**config.mk**
```make
export PLATFORM = sky130hd
export DESIGN_NAME = gps_ack_sched
export DESIGN_NICKNAME = d
export VERILOG_FILES = /design/src/rtl/gps_ack_pkg.sv /design/src/rtl/gps_ack_prn_pick.sv /design/src/rtl/gps_ack_sched.sv
export SDC_FILE = /design/constraint.sdc
export NUM_CORES = 1
export LEC_CHECK = 0
export ABC_AREA = 1
export BUFFER_PORTS_ARGS = -buffer_cell sky130_fd_sc_hd__buf_2
export CORE_MARGIN = 4
export CORE_UTILIZATION = 50
export CTS_CLUSTER_DIAMETER = 150
export DETAILED_ROUTE_END_ITERATION = 16
export PLACE_DENSITY = 0.74
export SETUP_SLACK_MARGIN = 0.4
export SLEW_MARGIN = 20
export SYNTH_ARGS = -nofsm -noshare
export SYNTH_HDL_FRONTEND = slang
export SYNTH_SLANG_ARGS = --single-unit
```
**constraint.sdc**
```tcl
create_clock -name clk -period 3.5 [get_ports clk]
set_input_delay 0 -clock clk [delete_from_list [all_inputs] [get_ports clk]]
set_output_delay 0 -clock clk [all_outputs]
set_load 0.01 [all_outputs]
```
**src/rtl/gps_ack_pkg.sv**
```systemverilog
// Shared types and widths for the GPS acquisition sweep scheduler.
package gps_ack_pkg;

   localparam int PRN_W     = 5;
   localparam int BIN_W     = 5;
   localparam int INT_W_DEF = 12;

   typedef enum logic [2:0] {
      IDLE,
      START,
      WAIT,
      EVAL,
      REPORT,
      DONE
   } state_t;

   // Per-PRN result record; peak is sized for the default integrator width.
   typedef struct packed {
      logic [PRN_W-1:0]     prn;
      logic [BIN_W-1:0]     bin;
      logic [INT_W_DEF-1:0] peak;
      logic                 found;
      logic                 timeout;
   } ack_result_t;

endpackage

```
**src/rtl/gps_ack_prn_pick.sv**
```systemverilog
// Priority encoder: lowest set mask bit above base (or at base when incl=1).
module gps_ack_prn_pick
   import gps_ack_pkg::*;
#(
   parameter int NUM_PRN = 32
) (
   input  logic [NUM_PRN-1:0] mask,
   input  logic [PRN_W-1:0]   base,
   input  logic               incl,
   output logic [PRN_W-1:0]   next_prn,
   output logic               valid
);

   // Scan downward so the last hit wins, leaving the lowest qualifying index.
   always_comb begin
      next_prn = '0;
      valid    = 1'b0;
      for (int i = NUM_PRN - 1; i >= 0; i--) begin
         if (mask[i] && ((i > int'(base)) || (incl && (i == int'(base))))) begin
            next_prn = PRN_W'(i);
            valid    = 1'b1;
         end
      end
   end

endmodule

```
**src/rtl/gps_ack_sched.sv**
```systemverilog
// Steps the acquisition engine over the PRN x Doppler grid and reports per-PRN peaks.
module gps_ack_sched
   import gps_ack_pkg::*;
#(
   parameter int NUM_PRN     = 32,
   parameter int NUM_BINS    = 21,
   parameter int INT_W       = INT_W_DEF,
   parameter int TIMEOUT_CYC = 65535
) (
   input  logic               clk,
   input  logic               rst,
   input  logic               start,
   input  logic               abort,
   input  logic [NUM_PRN-1:0] prn_mask,
   input  logic [INT_W-1:0]   threshold,
   output logic               ack_start,
   output logic [PRN_W-1:0]   sat0,
   output logic [BIN_W-1:0]   dop_bin,
   input  logic               ack_done,
   input  logic [INT_W-1:0]   integrator_0,
   output logic               busy,
   output logic               res_valid,
   output logic [PRN_W-1:0]   res_prn,
   output logic [BIN_W-1:0]   res_bin,
   output logic [INT_W-1:0]   res_peak,
   output logic               res_found,
   output logic               res_timeout,
   output logic               sweep_done
);

   localparam int              WD_W    = $clog2(TIMEOUT_CYC + 1);
   localparam logic [WD_W-1:0] WD_LAST = WD_W'(TIMEOUT_CYC - 1);
   localparam logic [BIN_W-1:0] BIN_LAST = BIN_W'(NUM_BINS - 1);

   state_t             state;
   logic [NUM_PRN-1:0] mask_q;
   logic [INT_W-1:0]   thr_q;
   logic [PRN_W-1:0]   prn;
   logic [BIN_W-1:0]   bin;
   logic [WD_W-1:0]    wdog;
   logic [INT_W-1:0]   val;
   logic [INT_W-1:0]   peak;
   logic [BIN_W-1:0]   peak_bin;
   logic               to_flag;
   ack_result_t        res_q;

   logic [NUM_PRN-1:0] pick_mask;
   logic [PRN_W-1:0]   pick_base;
   logic               pick_incl;
   logic [PRN_W-1:0]   pick_next;
   logic               pick_valid;

   logic               upd;
   logic [INT_W-1:0]   new_peak;
   logic [BIN_W-1:0]   new_bin;

   // In IDLE the encoder looks at the live mask for the first PRN; afterwards it
   // walks the sampled mask upward from the current PRN.
   always_comb begin
      pick_mask = mask_q;
      pick_base = prn;
      pick_incl = 1'b0;
      if (state == IDLE) begin
         pick_mask = prn_mask;
         pick_base = '0;
         pick_incl = 1'b1;
      end
   end

   gps_ack_prn_pick #(.NUM_PRN(NUM_PRN)) u_pick (
      .mask     (pick_mask),
      .base     (pick_base),
      .incl     (pick_incl),
      .next_prn (pick_next),
      .valid    (pick_valid)
   );

   // Strict greater-than keeps the lowest bin on ties.
   always_comb begin
      upd      = (bin == '0) || (val > peak);
      new_peak = upd ? val : peak;
      new_bin  = upd ? bin : peak_bin;
   end

   always_ff @(posedge clk) begin
      if (rst) begin
         state      <= IDLE;
         busy       <= 1'b0;
         ack_start  <= 1'b0;
         res_valid  <= 1'b0;
         sweep_done <= 1'b0;
         mask_q     <= '0;
         thr_q      <= '0;
         prn        <= '0;
         bin        <= '0;
         wdog       <= '0;
         val        <= '0;
         peak       <= '0;
         peak_bin   <= '0;
         to_flag    <= 1'b0;
         res_q      <= '0;
      end else begin
         ack_start  <= 1'b0;
         res_valid  <= 1'b0;
         sweep_done <= 1'b0;
         if (abort) begin
            state <= IDLE;
            busy  <= 1'b0;
         end else begin
            case (state)
               IDLE: begin
                  if (start) begin
                     mask_q   <= prn_mask;
                     thr_q    <= threshold;
                     bin      <= '0;
                     peak     <= '0;
                     peak_bin <= '0;
                     to_flag  <= 1'b0;
                     if (pick_valid) begin
                        prn       <= pick_next;
                        busy      <= 1'b1;
                        ack_start <= 1'b1;
                        state     <= START;
                     end else begin
                        sweep_done <= 1'b1;
                        state      <= DONE;
                     end
                  end
               end
               START: begin
                  wdog  <= '0;
                  state <= WAIT;
               end
               WAIT: begin
                  if (ack_done) begin
                     val   <= integrator_0;
                     state <= EVAL;
                  end else if (wdog == WD_LAST) begin
                     val     <= '0;
                     to_flag <= 1'b1;
                     state   <= EVAL;
                  end else begin
                     wdog <= wdog + WD_W'(1);
                  end
               end
               EVAL: begin
                  peak     <= new_peak;
                  peak_bin <= new_bin;
                  if (bin == BIN_LAST) begin
                     res_q.prn     <= prn;
                     res_q.bin     <= new_bin;
                     res_q.peak    <= INT_W_DEF'(new_peak);
                     res_q.found   <= (new_peak >= thr_q);
                     res_q.timeout <= to_flag;
                     res_valid     <= 1'b1;
                     state         <= REPORT;
                  end else begin
                     bin       <= bin + BIN_W'(1);
                     ack_start <= 1'b1;
                     state     <= START;
                  end
               end
               REPORT: begin
                  peak     <= '0;
                  peak_bin <= '0;
                  to_flag  <= 1'b0;
                  bin      <= '0;
                  if (pick_valid) begin
                     prn       <= pick_next;
                     ack_start <= 1'b1;
                     state     <= START;
                  end else begin
                     sweep_done <= 1'b1;
                     state      <= DONE;
                  end
               end
               DONE: begin
                  busy  <= 1'b0;
                  state <= IDLE;
               end
               default: state <= IDLE;
            endcase
         end
      end
   end

   assign sat0        = prn;
   assign dop_bin     = bin;
   assign res_prn     = res_q.prn;
   assign res_bin     = res_q.bin;
   assign res_peak    = INT_W'(res_q.peak);
   assign res_found   = res_q.found;
   assign res_timeout = res_q.timeout;

endmodule
```
==> results of run 1 <==
[through the flow]
step                hold WS [ns]   util  setup TNS, ns  area [µm²]
floorplan                  0.128      -              0        6930
global placement           0.249  0.568              0        7600
detailed placement         0.257  0.568        -0.0506        7600
CTS                       0.0175  0.663        -0.0163        8890
global route              0.0475  0.668         -0.464        8950
finish                    0.0438  0.668        -0.0534        8950
[cells by family after synthesis]
kind of cell,after synthesis
buf+inv,213
mux,1
fa+ha+maj,28
flops,130
xor+xnor,1
compound gates,295
simple gates,354
[what timing repair did]
action,4_1_cts,5_1_grt
hold endpoints to repair,56,0
pin swaps,2,3
endpoints found under the setup margin,1,15
gates resized for setup,16,13
hold buffers,62,0
buffers inserted,0,2
gates cloned,0,1
[where the power goes]
group	switching, mW	internal (mW)
sequential	0.0202	1.52
combinational	0.250	0.173
clock	0.645	1.10
total	0.915	2.79
[sequential cells by signal, summed over array words and instances (netlist names), 3 cells and up]
register  flops
mask_q       31
wdog         16
peak         12
res_peak     12
thr_q        12
val          12
dop_bin       5
peak_bin      5
res_bin       5
res_prn       5
sat0          5
state         3
[layer usage]
metal  part of all wire  GRT usage  vias to the layer above
met3              0.068     0.0691                       43
met2               0.45      0.391                      249
met1               0.45      0.309                     3240
met5                  0          0                        -
met4              0.027     0.0861                        0
li1                   -          -                     3658
[worst min path at each step]
| stage | start | end | slack (ns) | cells after the start |
|---|---|---|---|---|
| 3_3_place_gp | prn_mask[9] | mask_q[9] | 0.25 | 3 |
| 2_1_floorplan | prn_mask[11] | mask_q[11] | 0.13 | 2 |
| 4_1_cts | ack_done | val[6] | 0.02 | 3 |
| 3_5_place_dp | prn_mask[11] | mask_q[11] | 0.26 | 3 |
| 5_1_grt | ack_done | val[0] | 0.05 | 3 |
| 6_report | ack_done | val[6] | 0.04 | 3 |
[cells in the mapped netlist, drive strengths merged (2+ instances only)]
master / count / area share
clkinv: 2 / 0.0011
a21oi: 137 / 0.10
ha: 28 / 0.051
dfxtp: 130 / 0.38
buf: 8 / 0.0089
o21ai: 126 / 0.091
nand3: 40 / 0.031
inv: 166 / 0.090
o221ai: 2 / 0.0025
nor2: 81 / 0.049
or2: 2 / 0.0018
a31oi: 6 / 0.0054
nor4: 3 / 0.0049
nor3: 27 / 0.022
nand2: 189 / 0.10
a211oi: 5 / 0.0054
nand4: 11 / 0.010
o2111ai: 2 / 0.0025
clkbuf: 37 / 0.020
o211ai: 9 / 0.0098
o21a: 4 / 0.0043
[area by class of cell]
type / instances / area [µm²] / area share
multi-input combinational: 680 / 3600 / 0.402
sequential: 130 / 2610 / 0.292
timing repair buffer: 183 / 1310 / 0.146
inverter: 168 / 633 / 0.0707
clock buffer: 22 / 474 / 0.0530
tap: 176 / 220 / 0.0246
clock inverter: 9 / 106 / 0.0119
antenna: 1 / 2.50 / 0.000279
[critical path: stages (launching register included)]
cell and delay [ns]:
dfxtp_1 0.33, inv_1 0.07, ha_1 0.31, a21oi_2 0.16, o21ai_1 0.08, a21oi_1 0.14, o211ai_1 0.12, o21ai_2 0.11
o31ai_4 0.14, buf_6 0.15, o21ai_2 0.20, ha_1 0.28, a21oi_2 0.12, o21bai_1 0.08, a21oi_1 0.18, nor2_1 0.06
o21a_1 0.17, o21a_1 0.16, o21a_1 0.17, o211ai_1 0.15, nand2_1 0.07, nand3_1 0.07, a41oi_1 0.10
==> results.md, run 1 <==
- Yosys reg bits: 130
- Final hold vios: 0
- CTS tree: built
- Worst-case reg-to-reg path depth: 22
- Die X: 126 µm
- Final setup violation count: 1
- Clock net sink count: 130
- Reg clk slew, reported paths: 0.06 ns
- Global route overflow: 0
- Most common cell after layout, fill and taps aside: nand2_1
- Post-synthesis mux area share: 0.00163
- Final antenna-violating net count: 0
- Max-Cap Viols: 0
- Largest family of logic cells by synthesized area: compound AO/OA/AOI/OAI gates
- Clock Tree Root: clkbuf_16
- Worst R2R End: res_found
- DR vias: 7190
- Crit path from: peak[1]
- Per-cell routed wire length: 14.1 µm
- Reg-to-Reg Start: peak[1]
- Fillers: 1148
- # DRC: 0
- Rows: 42
- Violated checks: setup timing
- Slew Viols, Final: 0
- Seq/Total Area, Yosys: 0.376
- Die footprint: 15800 µm²
- Max_slew headroom: 0.407
- Placed instance count: 1272
- Synthesized Nets: 1111
- Worst hold path class: in -> reg
- Synthesized area per cell: 6.77 µm²
- Pin slew with the least headroom to its limit: 0.887 ns
- Post-Synth XOR/XNOR Area: 0.00127
- Layout area overhead: 29.5%
- Period utilization: 1.02
- FMAX: 281 MHz
- Starting Density: 0.516
- Setup ws final: -0.0534 ns
- CP startpoint kind: register
- CP Data Required Time: 3.77 ns
- Post-synthesis adder-cell area fraction: 0.0507
- First-pass GRT wire length: 31.5 mm
- Predominant post-synthesis flop cell: dfxtp_1
- Compound-cell area share of the yosys netlist: 0.225
- Pwr Density: 414 nW/µm²
- Worst-path fanout max: 4
- LEAKAGE: 4.03 nW
- HPWL after DPL: 12.8 mm
- H-Tree Depth: 4
- Total CTS buffers: 17
- Clk_lat worst skew: 0.42 ns
- RD Place Congestion: 0.900
- Post-Layout Cell Count: 1369
- Vias per Instance: 5.25
- Nets: 1269
- Total track usage: 0.242
- Fraction of registers with async set/reset: 0
- Initial drt markers: 540
- Most frequent cells in the layout: 185 x nand2_1, 158 x inv_1, 132 x a21oi_1, 123 x dfxtp_1, 115 x o21ai_0
- Post-synth EDFFs: 0
- Router iterations before antenna repair: 6
- Dpl ws: -0.0506 ns
- Cell variety after synth: 42
- CORE AREA: 13400 µm²
- Critical Setup Path Class: reg -> reg
- Synth warn: 0
- CP Capture Point: res_found
- Post-Synthesis Cells: 1022
- Power, Total: 3.71 mW
- WL final: 19.4 mm
- Largest net degree at the start of global routing: 55
- Clk_skew: 0.00932 ns
- CP endpoint kind: register
- R2r setup slk: -0.05 ns
- Layout cell share with drive strength beyond 1: 0.168
- Vias in the first global route: 6710
- Port Buf Inserts: 98
- Worst path arrival time: 3.83 ns
- Die height: 126 µm
- Mapped Area: 6910 µm²
- Unrepaired setup endpoints after global routing: true
- Synth Area in Simple Gates: 0.224
- Ports: 99
- Status: finished, violations left
- Post-route minimum period: 3.55 ns
- Initial antenna violation count: 1
- Peak supply drop: 0.331 mV
- CTS Buffer Depth: 2
Power figures use the tool's default switching activity.
==> run 2, diff against run 1 <==
--- a/config.mk
+++ b/config.mk
@@ -7,7 +7,7 @@
 export LEC_CHECK = 0
 export ABC_AREA = 1
 export BUFFER_PORTS_ARGS = -buffer_cell sky130_fd_sc_hd__buf_2
-export CORE_MARGIN = 4
+export CORE_MARGIN = 8
 export CORE_UTILIZATION = 50
 export CTS_CLUSTER_DIAMETER = 150
 export DETAILED_ROUTE_END_ITERATION = 16
==> run 2 against run 1 <==
  * The run still ends with setup timing left
  * Worst setup slack got worse by 0.030 ns
  * Sequential power barely moved
  * Clock skew rose by 0.0032 ns
  * Critical path depth did not move
  * Sequential share of layout area fell by 0.28 points
==> results.md, run 2 (synthesized netlist as in run 1, its figures left out) <==
- Status: finished, violations left
- Violated checks: setup timing
- Final hold vios: 0 (unchanged)
- HP Start: abort
- Layout area overhead: 30.9%
- First-pass GRT wire length: 31.7 mm (+0.46%)
- Clock Tree Root: clkbuf_16
- CP endpoint kind: register
- R2r setup slk: -0.08 ns (-0.03 ns)
- Worst R2R End: res_found
- Clk_lat worst skew: 0.43 ns (about the same)
- Largest register FFs: 31 (unchanged)
- Pin slew with the least headroom to its limit: 0.763 ns (-0.124 ns)
- Slew Viols, Final: 0 (unchanged)
- # DRC: 0 (unchanged)
- Worst hold path class: in -> reg
- Max-Cap Viols: 0 (unchanged)
- CP startpoint kind: register
- Layout cell share with drive strength beyond 1: 0.186 (+0.0185)
- FMAX: 279 MHz (-0.83%)
- Worst path arrival time: 3.88 ns (+0.05 ns)
- Starting Density: 0.504 (-0.0120)
- Per-cell routed wire length: 14.7 µm (+4.3%)
- Vias per Instance: 5.25 (about the same)
- Setup ws final: -0.0830 ns (-0.0296 ns)
- Peak supply drop: 0.306 mV (-7.7%)
- Setup TNS: -0.0830 ns (-0.0296 ns)
- Most frequent cells in the layout: 184 x nand2_1, 154 x inv_1, 133 x a21oi_1, 120 x dfxtp_1, 112 x o21ai_0
- Die X: 134 µm (+6.4%)
- Unrepaired setup endpoints after global routing: true
- H-Tree Depth: 4 (unchanged)
- Total CTS buffers: 17 (unchanged)
- Critical path, cell by cell: inv_1 > ha_4 > nand4_1 > nor3_2 > nand3_1 > o21ai_2 > o31ai_4 > buf_6 > nand2_1 > o21ai_2 > ha_1 > a21oi_2 > o21bai_1 > a21oi_2 > nor2_1 > o21a_1 > o21a_1 > o21a_1 > o211ai_1 > nand2_1 > nand3_1 > a41oi_2
- Die height: 134 µm (+6.4%)
- Clock net sink count: 130 (unchanged)
- CTS tree: built
- CORE AREA: 13700 µm² (+2.4%)
- Vias in the first global route: 6511 (-3.0%)
- Critical Setup Path Class: reg -> reg
- DR vias: 7244 (+0.75%)
- Slowest cell on crit path: dfxtp_2
- Largest registers: mask_q (31), wdog (16)
- Max_slew headroom: 0.488 (+0.0812)
- Critical Path Most Common Cell: o21a_1
- Hold Crit Endpoint: res_found
- Die footprint: 17800 µm² (+13%)
- WL final: 20.3 mm (+5.0%)
- Largest register by flop count: mask_q
- Worst-case reg-to-reg path depth: 22 (unchanged)
- Largest net degree at the start of global routing: 55 (unchanged)
- Router iterations before antenna repair: 5 (-1)
- Port Buf Inserts: 98 (unchanged)
- Final setup violation count: 1 (unchanged)
- Total track usage: 0.218 (-0.0240)
- HPWL after DPL: 13.3 mm (+4.4%)
- Crit path from: peak[11]
- Reg-to-Reg Start: peak[11]
- Worst-path fanout max: 5 (+1)
- Critical path's largest stage delay: 0.35 ns (+0.02 ns)
- Most common cell after layout, fill and taps aside: nand2_1
- Rows: 43 (+2.4%)
- Initial drt markers: 497 (-8.0%)
- Global route overflow: 0 (unchanged)
- Ports: 99 (unchanged)
- Final antenna-violating net count: 0 (unchanged)
- Clk_skew: 0.0125 ns (+0.00320 ns)
- Hold Path Cell Cnt: 3 (unchanged)
- RD Place Congestion: 0.930 (+3.4%)
- Post-route minimum period: 3.58 ns (+0.0296 ns)
- Period utilization: 1.02 (+0.00846)
- Nets: 1273 (+0.32%)
- Pwr Density: 411 nW/µm² (-0.73%)
- Initial antenna violation count: 1 (unchanged)
- Reg clk slew, reported paths: 0.06 ns (about the same)
- CP Data Required Time: 3.79 ns (+0.02 ns)
- Dpl ws: -0.0664 ns (-0.0159 ns)
- LEAKAGE: 4.06 nW (+0.94%)
- CTS Buffer Depth: 2 (unchanged)
==> run 2: what timing repair did <==
| action | 4_1_cts | 5_1_grt |
|---|---|---|
| gates resized for setup | 18 | 28 |
| hold buffers | 61 | 0 |
| pin swaps | 10 | 12 |
| endpoints found under the setup margin | 1 | 14 |
| endpoints found under the hold margin | 56 | 0 |
| cloned | 0 | 1 |
| setup buffers | 2 | 2 |
==> run 2: worst max-delay path by stage <==
stage / end / slack, ns / cells after the start
after floorplan: res_found / 0.36 / 23
after global placement: res_found / 0.03 / 23
after detailed placement: res_found / -0.07 / 23
after CTS: res_found / 0.06 / 22
after global routing: res_found / -0.31 / 24
final: res_found / -0.08 / 22
==> run 2: report_power, final <==
group	internal (mW)	switching [mW]
logic	0.174	0.252
clock network	1.05	0.701
registers	1.52	0.0211
total	2.75	0.974
==> run 2: final cells by class <==
class,count,area (µm²)
clock inverters,15,155
inverters,168,638
clock buffers,17,425
flip-flops and latches,130,2620
multi-input cells,680,3670
well taps,180,225
fillers,1201,4670
diodes,2,5.00
repair buffers,187,1320
==> run 2: metrics by stage <==
stage / std cells / cell area, µm² / util / hold WS (ns) / power, mW
global route: 1378 / 9050 / 0.660 / 0.0344 / 3.86
detailed placement: 1279 / 7630 / 0.556 / 0.253 / 1.93
finish: 1379 / 9050 / 0.660 / 0.0173 / 3.72
CTS: 1374 / 8920 / 0.650 / 0.00251 / 3.73
floorplan: 1022 / 6930 / - / 0.128 / 1.82
global placement: 1279 / 7630 / 0.556 / 0.249 / 1.93
==> run 2: layer usage <==
layer,vias to the layer above,global-route usage,share of wire
li1,3669,-,-
met1,3255,0.269,0.43
met2,265,0.350,0.47
met3,55,0.0486,0.069
met4,0,0.109,0.031
met5,-,0,0
==> run 2: critical path, delay by kind of cell, from the launching register on <==
kind / cells / cell delay [ns]
AND/OR/NAND/NOR: 7 / 0.76
buffers and inverters: 2 / 0.23
adder cells (fa/ha/maj): 2 / 0.58
flip-flops: 1 / 0.35
AO/OA/AOI/OAI: 11 / 1.50
==> run 3, diff against run 2 <==
--- a/config.mk
+++ b/config.mk
@@ -11,7 +11,7 @@
 export CORE_UTILIZATION = 50
 export CTS_CLUSTER_DIAMETER = 150
 export DETAILED_ROUTE_END_ITERATION = 16
-export PLACE_DENSITY = 0.74
+export PLACE_DENSITY = 0.71
 export SETUP_SLACK_MARGIN = 0.4
 export SLEW_MARGIN = 20
 export SYNTH_ARGS = -nofsm -noshare
==> constraint.sdc (replaced) <==
create_clock -name clk -period 4 [get_ports clk]
set_input_delay 0 -clock clk [delete_from_list [all_inputs] [get_ports clk]]
set_output_delay 0 -clock clk [all_outputs]
set_load 0.01 [all_outputs]
==> run 3 against run 2 <==
  * The flow now finishes without violations
  * Critical path depth is 1 higher
  * Worst hold slack improved by 0.010 ns
  * Sequential power is 12% lower
  * Wire length decreased by 5.0%
  * Clock-buffer cell count rose by 4
  * Core utilization is 1.7 points lower
  * Cell count is 1.3% lower
==> results.md, run 3 (synthesized netlist as in run 1, its figures left out) <==
- Design area: 8830 µm² (-2.5%)
- # DRC: 0 (unchanged)
- Multi-input logic area: 3580 µm² (-2.7%)
- Finished Core Util: 0.643 (-0.0166)
- Power, Total: 3.29 mW (-12%)
- GR Util met3: 0.0512 (+0.00264)
- Rows: 43 (unchanged)
- CP Data Required Time: 4.29 ns (+0.50 ns)
- Top Usage Layer GRT: met2
- Layout area overhead: 27.7%
- Setup ws final: 0.542 ns (+0.625 ns)
- CP endpoint kind: register
- Nets: 1255 (-1.4%)
- Placed instance count: 1265 (-1.1%)
- Layout cell share with drive strength beyond 1: 0.163 (-0.0234)
- Placed cell area: 7520 µm² (-1.5%)
- RD Place Congestion: 0.907 (-2.5%)
- Die height: 134 µm (unchanged)
- Per-cell routed wire length: 14.2 µm (-3.7%)
- Reg clk slew, reported paths: 0.06 ns (about the same)
- Most common cell after layout, fill and taps aside: nand2_1
- Die footprint: 17800 µm² (unchanged)
- Dpl ws: 0.314 ns (+0.381 ns)
- Max_slew headroom: 0.430 (-0.0575)
- First-pass GRT wire length: 31.9 mm (+0.79%)
- FMAX: 289 MHz (+3.6%)
- Initial drt markers: 577 (+16%)
- Met2 GRT Util: 0.345 (-0.00559)
- WL final: 19.3 mm (-5.0%)
- Worst path arrival time: 3.74 ns (-0.14 ns)
- CORE AREA: 13700 µm² (unchanged)
- Max-Cap Viols: 0 (unchanged)
- Clk_skew: 0.00815 ns (-0.00438 ns)
- Final hold vios: 0 (unchanged)
- DR vias: 7110 (-1.8%)
- Global route overflow: 0 (unchanged)
- Post-route minimum period: 3.46 ns (-0.125 ns)
- Clock Tree Root: clkbuf_16
- Largest registers: mask_q (31), wdog (16)
- Final antenna-violating net count: 0 (unchanged)
- Vias in the first global route: 6584 (+1.1%)
- Largest register FFs: 31 (unchanged)
- Hold slack: 0.0277 ns (+0.0105 ns)
- Port Buf Inserts: 98 (unchanged)
- Largest register by flop count: mask_q
- CTS tree: built
- Register area: 2610 µm² (-0.29%)
- Fillers: 1259 (+4.8%)
- Slew Viols, Final: 0 (unchanged)
- Status: completed
- Initial antenna violation count: 1 (unchanged)
- Unrepaired setup endpoints after global routing: true
- Die X: 134 µm (unchanged)
- H-Tree Depth: 4 (unchanged)
- Critical Setup Path Class: reg -> reg
- Pin slew with the least headroom to its limit: 0.851 ns (+0.0882 ns)
- Total track usage: 0.218 (about the same)
- CTS Buffer Depth: 2 (unchanged)
- Total CTS buffers: 17 (unchanged)
- Starting Density: 0.504 (unchanged)
- Ports: 99 (unchanged)
- Setup TNS: 0 ns (+0.0830 ns)
- LEAKAGE: 3.96 nW (-2.5%)
- Post-Layout Cell Count: 1361 (-1.3%)
- Router iterations before antenna repair: 6 (+1)
- Final setup violation count: 0 (-1)
- Worst-path fanout max: 8 (+3)
- Period utilization: 0.865 (-0.159)
- Most frequent cells in the layout: 185 x nand2_1, 154 x inv_1, 135 x a21oi_1, 126 x dfxtp_1, 114 x o21ai_0
- Worst hold path class: in -> reg
- Clock net sink count: 130 (unchanged)
- Met1 Use GR: 0.284 (+0.0146)
- HPWL after DPL: 13.3 mm (-0.30%)
- Vias per Instance: 5.22 (-0.55%)
- Largest net degree at the start of global routing: 55 (unchanged)
- Pwr Density: 373 nW/µm² (-9.3%)
- CP startpoint kind: register
- Peak supply drop: 0.271 mV (-11%)
- Clk_lat worst skew: 0.42 ns (about the same)
==> run 3: cell count changes in the layout (fill, tap and decap cells not counted), moves of 3 or more <==
cell           change
dfxtp_1            +6
clkbuf_8           +4
dfxtp_2            -6
dlygate4sd3_1      -3
buf_4             -13
nor2_1             +3
ha_4               -4
ha_1               +4
==> run 3: routing by layer <==
| layer | share of wire | vias up |
|---|---|---|
| li1 | - | 3632 |
| met1 | 0.47 | 3229 |
| met2 | 0.45 | 210 |
| met3 | 0.055 | 39 |
| met4 | 0.021 | 0 |
| met5 | 0 | - |
==> run 3: worst max-delay path: stages (launching register included) <==
cell	delay (ns)
dfxtp_2	0.34
inv_2	0.05
ha_4	0.26
nand4_1	0.15
nor3_2	0.24
nand3_1	0.11
o21ai_2	0.17
o31ai_4	0.14
nand2_1	0.11
o21ai_2	0.06
ha_1	0.30
inv_1	0.05
nand2_1	0.05
a21oi_2	0.12
o21bai_1	0.08
a21oi_1	0.14
nor2_1	0.06
o21a_1	0.16
o21a_1	0.16
o21a_1	0.16
o211ai_1	0.17
nand2_1	0.09
nand3_2	0.07
a41oi_2	0.08
==> run 3: power breakdown <==
group | switching [mW] | internal, mW
Sequential | 0.0174 | 1.33
Clock | 0.596 | 0.984
Combinational | 0.213 | 0.146
Total | 0.826 | 2.46
==> run 3: what timing repair did <==
| action | CTS | global route |
|---|---|---|
| pin swaps | 0 | 13 |
| endpoints found under the setup margin | 1 | 1 |
| endpoints found under the hold margin | 56 | 0 |
| gates resized for setup | 1 | 24 |
| hold buffers | 58 | 0 |
| buffers inserted | 0 | 4 |
==> run 3: final cells by class <==
cell class                 count  share of cell area
clock inverter                11              0.0140
inverter                     168              0.0714
tap                          180              0.0255
timing repair buffer         170               0.133
sequential                   130               0.295
clock buffer                  21              0.0544
multi-input combinational    679               0.405
antenna                        2            0.000567
==> run 3: final timing paths <==
check	start	end	slack, ns	cells past startpoint
worst min-delay path	ack_done	val[5]	0.03	3
worst max-delay path	peak[11]	res_found	0.54	23
worst min register to register	res_timeout	res_timeout	0.45	2
worst max register to register	peak[11]	res_found	0.54	23
